**config.mk**
```make
export PLATFORM = sky130hd
export DESIGN_NAME = proc_fetch_buffer
export DESIGN_NICKNAME = d
export VERILOG_FILES = /design/src/rtl/proc_fetch_buffer.sv
export SDC_FILE = /design/constraint.sdc
export NUM_CORES = 1
export LEC_CHECK = 0
export ABC_CLOCK_PERIOD_IN_PS = 7050
export BUFFER_PORTS_ARGS = -buffer_cell sky130_fd_sc_hd__buf_2
export CORE_MARGIN = 3
export CORE_UTILIZATION = 34
export CTS_CLUSTER_DIAMETER = 120
export DETAILED_ROUTE_END_ITERATION = 7
export PLACE_DENSITY = 0.7
export SYNTH_ARGS = -nofsm -noshare
export SYNTH_HDL_FRONTEND = slang
export SYNTH_SLANG_ARGS = --single-unit
```
**constraint.sdc**
```tcl
create_clock -name clk -period 7.05 [get_ports clk]
set_clock_uncertainty 0.1 [all_clocks]
set_input_delay 1.41 -clock clk [delete_from_list [all_inputs] [get_ports clk]]
set_output_delay 1.41 -clock clk [all_outputs]
set_load 0.02 [all_outputs]
```
**src/rtl/proc_fetch_buffer.sv**
```systemverilog
// Instruction-fetch front end. It issues imem requests for the datapath PC and
// tracks outstanding requests with a credit scheme. Responses that belong to
// squashed fetches are discarded. Live responses go into a small in-order
// FIFO, which feeds the decode stage through a val/rdy handshake.
module proc_fetch_buffer #(
   parameter int p_max_inflight = 2,
   parameter int p_buf_entries  = 2
)(
   input  logic                                clk,
   input  logic                                reset,
   input  logic                                fetch_val,
   output logic                                fetch_rdy,
   input  logic [31:0]                         fetch_addr,
   input  logic                                squash,
   output logic                                imemreq_val,
   input  logic                                imemreq_rdy,
   output logic [31:0]                         imemreq_msg_addr,
   input  logic                                imemresp_val,
   output logic                                imemresp_rdy,
   input  logic [31:0]                         imemresp_data,
   output logic                                inst_val,
   input  logic                                inst_rdy,
   output logic [31:0]                         inst_data,
   output logic [$clog2(p_max_inflight+1)-1:0] inflight_cnt
);

   localparam int CW = $clog2(p_max_inflight + 1);
   localparam int OW = $clog2(p_buf_entries + 1);
   localparam int PW = (p_buf_entries > 1) ? $clog2(p_buf_entries) : 1;
   localparam logic [31:0] MAX_INF = 32'(p_max_inflight);
   localparam logic [31:0] MAX_BUF = 32'(p_buf_entries);
   localparam logic [PW-1:0] LAST_PTR = PW'(p_buf_entries - 1);

   // Control state: outstanding requests, the doomed part of them, FIFO bookkeeping
   logic [CW-1:0] inflight;
   logic [CW-1:0] drop_cnt;
   logic [OW-1:0] occ;
   logic [PW-1:0] head;
   logic [PW-1:0] tail;
   // Instruction storage (data only, never reset)
   logic [31:0]   mem [p_buf_entries];

   logic [31:0]   live_w;
   logic          credit_ok;
   logic          req_fire;
   logic          resp_fire;
   logic          resp_drop;
   logic          enq;
   logic          pop;

   // Pointer increment that wraps at the FIFO depth, which may not be a power of two
   function automatic logic [PW-1:0] next_ptr(input logic [PW-1:0] p);
      if (p == LAST_PTR) return '0;
      else               return p + PW'(1);
   endfunction

   // Credit check, handshakes and FIFO head presentation.
   // Every handshake output is gated by reset so it drops as soon as reset asserts.
   always_comb begin
      live_w           = 32'(inflight) - 32'(drop_cnt);
      credit_ok        = (32'(inflight) < MAX_INF) && ((live_w + 32'(occ)) < MAX_BUF);
      imemreq_val      = !reset && fetch_val && credit_ok;
      fetch_rdy        = !reset && imemreq_rdy && credit_ok;
      req_fire         = fetch_val && fetch_rdy;
      imemreq_msg_addr = fetch_addr;
      imemresp_rdy     = !reset;
      resp_fire        = imemresp_val && imemresp_rdy;
      // A response that arrives during a squash is older than the redirect
      resp_drop        = (drop_cnt != '0) || squash;
      enq              = resp_fire && !resp_drop;
      inst_val         = !reset && (occ != '0) && !squash;
      inst_data        = mem[head];
      pop              = inst_val && inst_rdy;
      inflight_cnt     = inflight;
   end

   // Control state update. A squash flushes the FIFO and dooms every request
   // still outstanding after this cycle's response.
   always_ff @(posedge clk or posedge reset) begin
      if (reset) begin
         inflight <= '0;
         drop_cnt <= '0;
         occ      <= '0;
         head     <= '0;
         tail     <= '0;
      end else begin
         inflight <= inflight + CW'(req_fire) - CW'(resp_fire);
         if (squash)
            drop_cnt <= inflight - CW'(resp_fire);
         else if (resp_fire && (drop_cnt != '0))
            drop_cnt <= drop_cnt - CW'(1);
         if (squash) begin
            occ  <= '0;
            head <= '0;
            tail <= '0;
         end else begin
            if (enq) tail <= next_ptr(tail);
            if (pop) head <= next_ptr(head);
            occ <= occ + OW'(enq) - OW'(pop);
         end
      end
   end

   // Write accepted instruction words at the tail
   always_ff @(posedge clk) begin
      if (enq) mem[tail] <= imemresp_data;
   end

   // Protocol checks: no response without an outstanding request, and no enqueue into a full FIFO
   a_resp_without_req: assert property (@(posedge clk) disable iff (reset)
      !(resp_fire && (inflight == '0)));
   a_fifo_overflow: assert property (@(posedge clk) disable iff (reset)
      !(enq && !pop && (32'(occ) == MAX_BUF)));

endmodule

```
==> run metrics, run 1 <==
core area 8890 um^2; commonest non-fill, non-tap cell in the layout buf_2; Final Cycle Share 0.619; nets 329; Slew headroom 0.329; crit path launch type register; largest net degree at the start of global routing 33; post-synthesis sequential area ratio 0.670; synth warn 0; reg2reg setup slack 3.75 ns; Fin Hold WS 0.445 ns; RSZ-0062 raised after global routing no; drt total wl about 5.3 mm; buffers and inverters on the worst path 3; clk_lat worst skew 0.34 ns; DR pass1 iterations 4; Worst Setup End Kind primary output; Avg WL per Cell between 10 and 15 um; Syn-to-layout area delta 14.5%; number of global-route vias before repair 1813; Top FF cell, synth edfxtp_1; initial antenna violation count 0; CTS Buf Count 9; Placer Congestion 0.748; post-CTS sizing 0; first-pass GRT wire length 8.51 mm; Max VDD drop 0.127 mV; placed wire-length estimate ~3.7 mm; Clock Tree Root clkbuf_8; layout cells sized above 1 0.510; CP delay by family, top adder cells; ANT nets after route 0; DRT iter0 DRCs 64; chip height 103 um; worst hold path class register to register; CTS tree built; num rows 34; routed via count 1654; Slew Limit Fails 0; GRT Overall Usage 0.109; WP data arrival 2.85 ns; Remaining Overflow, GRT 0; top cell type's share of synthesized area 0.607; clock-pin slew on the worst setup and hold paths approximately 0.070 ns; CP max FO 3; Clock Path Buffers 2; static leakage roughly 1.4 nW; Setup Fix Bufs, Post-CTS 0; IO Count 141; final-report hold violation count 0; syn avg cell area between 15 and 20 um^2; Synth Register Bits just over 70; largest cells by area after synthesis edfxtp_1 (61%), mux2_2 (11%), buf_4 (7.6%); Worst Path Required between 5 and 6 ns; Setup Viol. Count Final 0; status finished, final reports clean; starting density of the core 0.356; post-synthesis instance total ~200; CP max-delay cell fa_1; DR vias/cell 4.58; commonest cells after routing, fill and taps aside buf_2 (76), edfxtp_1 (64), mux2_2 (32); Final Critical Period around 4.4 ns; highest clock rate 229 MHz; Power Total 0.988 mW; drt drc 0; Cell variety after synth 26; full die area 10500 um^2; EDFF count, synth 64; Post-Syn Nets 278; asr flop ratio synth 0.111; Die X-Extent 103 um; worst setup path class register to primary output; H-tree levels 3; Antenna diodes 0; Cell Pwr Density ~270 nW/um^2; Yosys top cell by area edfxtp_1; measured slew at the worst slew-check pin approximately 1 ns; Mapped Area 3170 um^2; Worst path max stage delay 0.48 ns; setup TNS 0 ns; clk sinks 72; Hold Buf Count CTS 0; worst path cell trace inv_1 > ha_1 > fa_1 > inv_1 > fa_1 > or3_1 > a311oi_2 > and2_1 > buf_2; Port Buffer Count 76; max cap viols 0
[Yosys cell counts, types with 2 or more instances]
| cell type | n |
|---|---|
| and2_1 | 2 |
| buf_2 | 4 |
| buf_4 | 32 |
| dfrtp_1 | 8 |
| edfxtp_1 | 64 |
| fa_1 | 2 |
| ha_1 | 8 |
| inv_1 | 11 |
| mux2_2 | 32 |
| mux2i_1 | 2 |
| nand3_1 | 2 |
| nand3b_1 | 3 |
| nor2_1 | 7 |
| nor2b_1 | 2 |
| xnor2_1 | 5 |
| xor2_1 | 3 |
[through the flow]
step                worst slack [ns]   util  instance area [um^2]  cells
global route                    2.52  0.408                  3630    361
CTS                             2.64  0.408                  3630    361
finish                          2.69  0.408                  3630    361
floorplan                       3.04      -                  3170    197
detailed placement              3.02  0.387                  3440    345
global placement                3.07  0.387                  3440    345
[metal layers]
metal,vias up,GRT usage,wire (um)
met4,0,0.0585,101
li1,778,-,-
met2,65,0.173,2560
met1,793,0.117,2110
met3,18,0.0602,539
met5,-,0,0
[worst paths after layout]
kind / from / end / depth (start not counted)
hold reg to reg: inflight_cnt[0]$_DFF_PP0_ / inflight_cnt[0]$_DFF_PP0_ / 1
min in group asynchronous: reset / tail$_DFFE_PP0P_ / 2
setup / recovery: inflight_cnt[0]$_DFF_PP0_ / imemreq_val / 9
setup reg to reg: inflight_cnt[0]$_DFF_PP0_ / inflight_cnt[1]$_DFF_PP0_ / 13
hold / removal: inflight_cnt[0]$_DFF_PP0_ / inflight_cnt[0]$_DFF_PP0_ / 1
max in group asynchronous: reset / occ[0]$_DFF_PP0_ / 2
[cells by family after synthesis]
kind of cell / after synthesis / share of synthesized area
flip-flops: 72 / 0.670
buffers and inverters: 48 / 0.0964
AO/OA/AOI/OAI: 3 / 0.00869
adder cells (fa/ha/maj): 10 / 0.0443
multiplexers: 34 / 0.120
XOR/XNOR: 8 / 0.0221
AND/OR/NAND/NOR: 22 / 0.0383
[area by class of cell]
cell class / instances / area (um^2)
fill: 816 / 5270
sequential: 72 / 2120
multi-input combinational: 77 / 754
timing repair buffer: 77 / 388
tap: 108 / 135
clock buffer: 9 / 124
clock inverter: 7 / 61.3
inverter: 11 / 41.3
[power breakdown]
group / internal (mW) / total [mW] / switching, mW
registers: 0.491 / 0.508 / 0.0172
logic: 0.0776 / 0.183 / 0.105
clock network: 0.134 / 0.297 / 0.164
[worst register-to-register path, stage by stage, from the launching register on]
cell and delay [ns]:
dfrtp_1 0.37, inv_1 0.07, ha_1 0.21, fa_1 0.48
inv_1 0.07, fa_1 0.44, or3_1 0.33, a311oi_2 0.25
nand3_1 0.12, ha_1 0.28, inv_1 0.04, ha_1 0.18
xnor2_1 0.17, xnor2_1 0.14
[sequential cells by signal (all words and copies together) (netlist names)]
| name | flops |
|---|---|
| drop_cnt | 2 |
| occ | 2 |
| head | 1 |
| inflight_cnt | 2 |
| mem | 64 |
| tail | 1 |
(Power assumes the default switching activity.)
==> run 2: changes to the inputs <==
- ABC_CLOCK_PERIOD_IN_PS: 7050 -> 4000
- PLACE_DENSITY: 0.7 -> 0.72
- clock period: 7.05 -> 4 ns (I/O delays scaled with it)
==> run metrics, run 2 (synthesis results as in run 1) <==
crit path launch type register; Clock Tree Root clkbuf_8; Final Critical Period 3.78 ns; Avg WL per Cell 15.1 um (+2.7%); Cell Pwr Density 485 nW/um^2 (+78%); clk sinks 72 (unchanged); Remaining Overflow, GRT 0 (unchanged); Syn-to-layout area delta 14.5% (unchanged); WP data arrival 2.88 ns (+0.03 ns); first-pass GRT wire length 8.37 mm (-1.6%); setup TNS 0 ns (unchanged); starting density of the core 0.356 (unchanged); CTS Buf Count 9 (unchanged); worst hold path class input pin to asynchronous set/reset pin; clk_lat worst skew 0.34 ns (about the same); post-CTS sizing 0 (unchanged); Antenna diodes 0 (unchanged); Final Cycle Share 0.944; final instance area 3630 um^2 (unchanged); RSZ-0062 raised after global routing no; chip height 103 um (unchanged); IO Count 141 (unchanged); commonest cells after routing, fill and taps aside buf_2 (76), edfxtp_1 (64), mux2_2 (32); DR vias/cell 4.53 (-1.1%); worst path cell trace inv_1 > ha_1 > fa_1 > inv_1 > fa_1 > or3_1 > a311oi_2 > and2_1 > buf_2; Port Buffer Count 76 (unchanged); Power Total 1.76 mW (+78%); dpl cells 345 (unchanged); Clock Path Buffers 2 (unchanged); commonest non-fill, non-tap cell in the layout buf_2; highest clock rate around 260 MHz; drt drc 0 (unchanged); H-tree levels 3 (unchanged); fill count 822 (+0.74%); measured slew at the worst slew-check pin 1.00 ns (-0.00404 ns); Max VDD drop 0.232 mV (+83%); Worst path max stage delay 0.48 ns (about the same); Reg2Reg Depth 13 (unchanged); max reg flops 64 (unchanged); Fin Hold WS 0.366 ns (-0.0793 ns); CP max FO 3 (unchanged); Worst Path Required 3.10 ns (-2.44 ns); drt total wl 5.46 mm (+2.7%); static leakage 1.44 nW (+0.40%); worst setup margin 0.223 ns (-2.47 ns); Placer Congestion 0.790 (+5.6%); max cap viols 0 (unchanged); largest net degree at the start of global routing 33 (unchanged); CP max-delay cell fa_1; layout cells sized above 1 0.510 (unchanged); ANT nets after route 0 (unchanged); nets 329 (unchanged); routed via count 1636 (-1.1%); status finished, final reports clean; Slew headroom 0.331 (+0.00270); DR pass1 iterations 4 (unchanged); initial antenna violation count 0 (unchanged); worst setup path class register to primary output; Worst Setup Slack post-DPL 0.586 ns (-2.43 ns); reg2reg setup slack 0.68 ns (-3.07 ns); worst r2r dst inflight_cnt[1]$_DFF_PP0_; post-layout util 0.408 (unchanged); CTS tree built; full die area 10500 um^2 (unchanged); core area 8890 um^2 (unchanged); placed wire-length estimate 3.76 mm (+2.7%); Largest Register mem; GRT Overall Usage 0.107 (-0.00220); Worst Setup End Kind primary output; Die X-Extent 103 um (unchanged); RR Startpoint inflight_cnt[0]$_DFF_PP0_; fin cells 361 (unchanged); num rows 34 (unchanged); Setup Fix Bufs, Post-CTS 0 (unchanged); DRT iter0 DRCs 80 (+25%); Hold Buf Count CTS 0 (unchanged); Setup Viol. Count Final 0 (unchanged); area post-placement 3440 um^2 (unchanged); Slew Limit Fails 0 (unchanged); final-report hold violation count 0 (unchanged); clock-pin slew on the worst setup and hold paths 0.08 ns (about the same); number of global-route vias before repair 1769 (-2.4%)
==> run 2: cell count changes in the layout (fill, tap and decap cells not counted) <==
cell / delta
clkinv_2: +1
clkinv_4: -1
clkinvlp_4: -1
inv_8: +1
==> run 2: report_power, final <==
group          switching, mW  internal [mW]
Combinational          0.185          0.137
Sequential            0.0310          0.865
Clock                  0.301          0.238
==> run 2: worst max-delay path by stage <==
stage	depth (start not counted)	from	end
2_1_floorplan	8	inflight_cnt[0]$_DFF_PP0_	fetch_rdy
3_3_place_gp	9	inflight_cnt[0]$_DFF_PP0_	fetch_rdy
3_5_place_dp	9	inflight_cnt[0]$_DFF_PP0_	imemreq_val
4_1_cts	9	inflight_cnt[0]$_DFF_PP0_	imemreq_val
5_1_grt	9	inflight_cnt[0]$_DFF_PP0_	imemreq_val
6_report	9	inflight_cnt[0]$_DFF_PP0_	imemreq_val
==> run 2: metal layers <==
layer	track usage	share of wire	routed length [um]	up-vias
met5	0	0	0	-
met2	0.168	0.47	2590	72
met4	0.0464	0.016	88	0
met3	0.0589	0.10	553	15
met1	0.120	0.41	2230	777
li1	-	-	-	772
==> run 2: layout make-up <==
class | instances | area, um^2 | area share
Timing Repair Buffer | 77 | 388 | 0.107
Inverter | 11 | 41.3 | 0.0114
Multi-Input combinational cell | 77 | 754 | 0.208
Tap cell | 108 | 135 | 0.0373
Sequential cell | 72 | 2120 | 0.585
Clock inverter | 7 | 61.3 | 0.0169
Clock buffer | 9 | 124 | 0.0342
==> run 2: worst max-delay path, delay by kind of cell (launching register included) <==
| family | cells | cell delay (ns) |
|---|---|---|
| adders and majority gates | 3 | 1.13 |
| and+or+nand+nor | 2 | 0.49 |
| DFF | 1 | 0.38 |
| buffers and inverters | 3 | 0.29 |
| AOI/OAI and AO/OA | 1 | 0.25 |
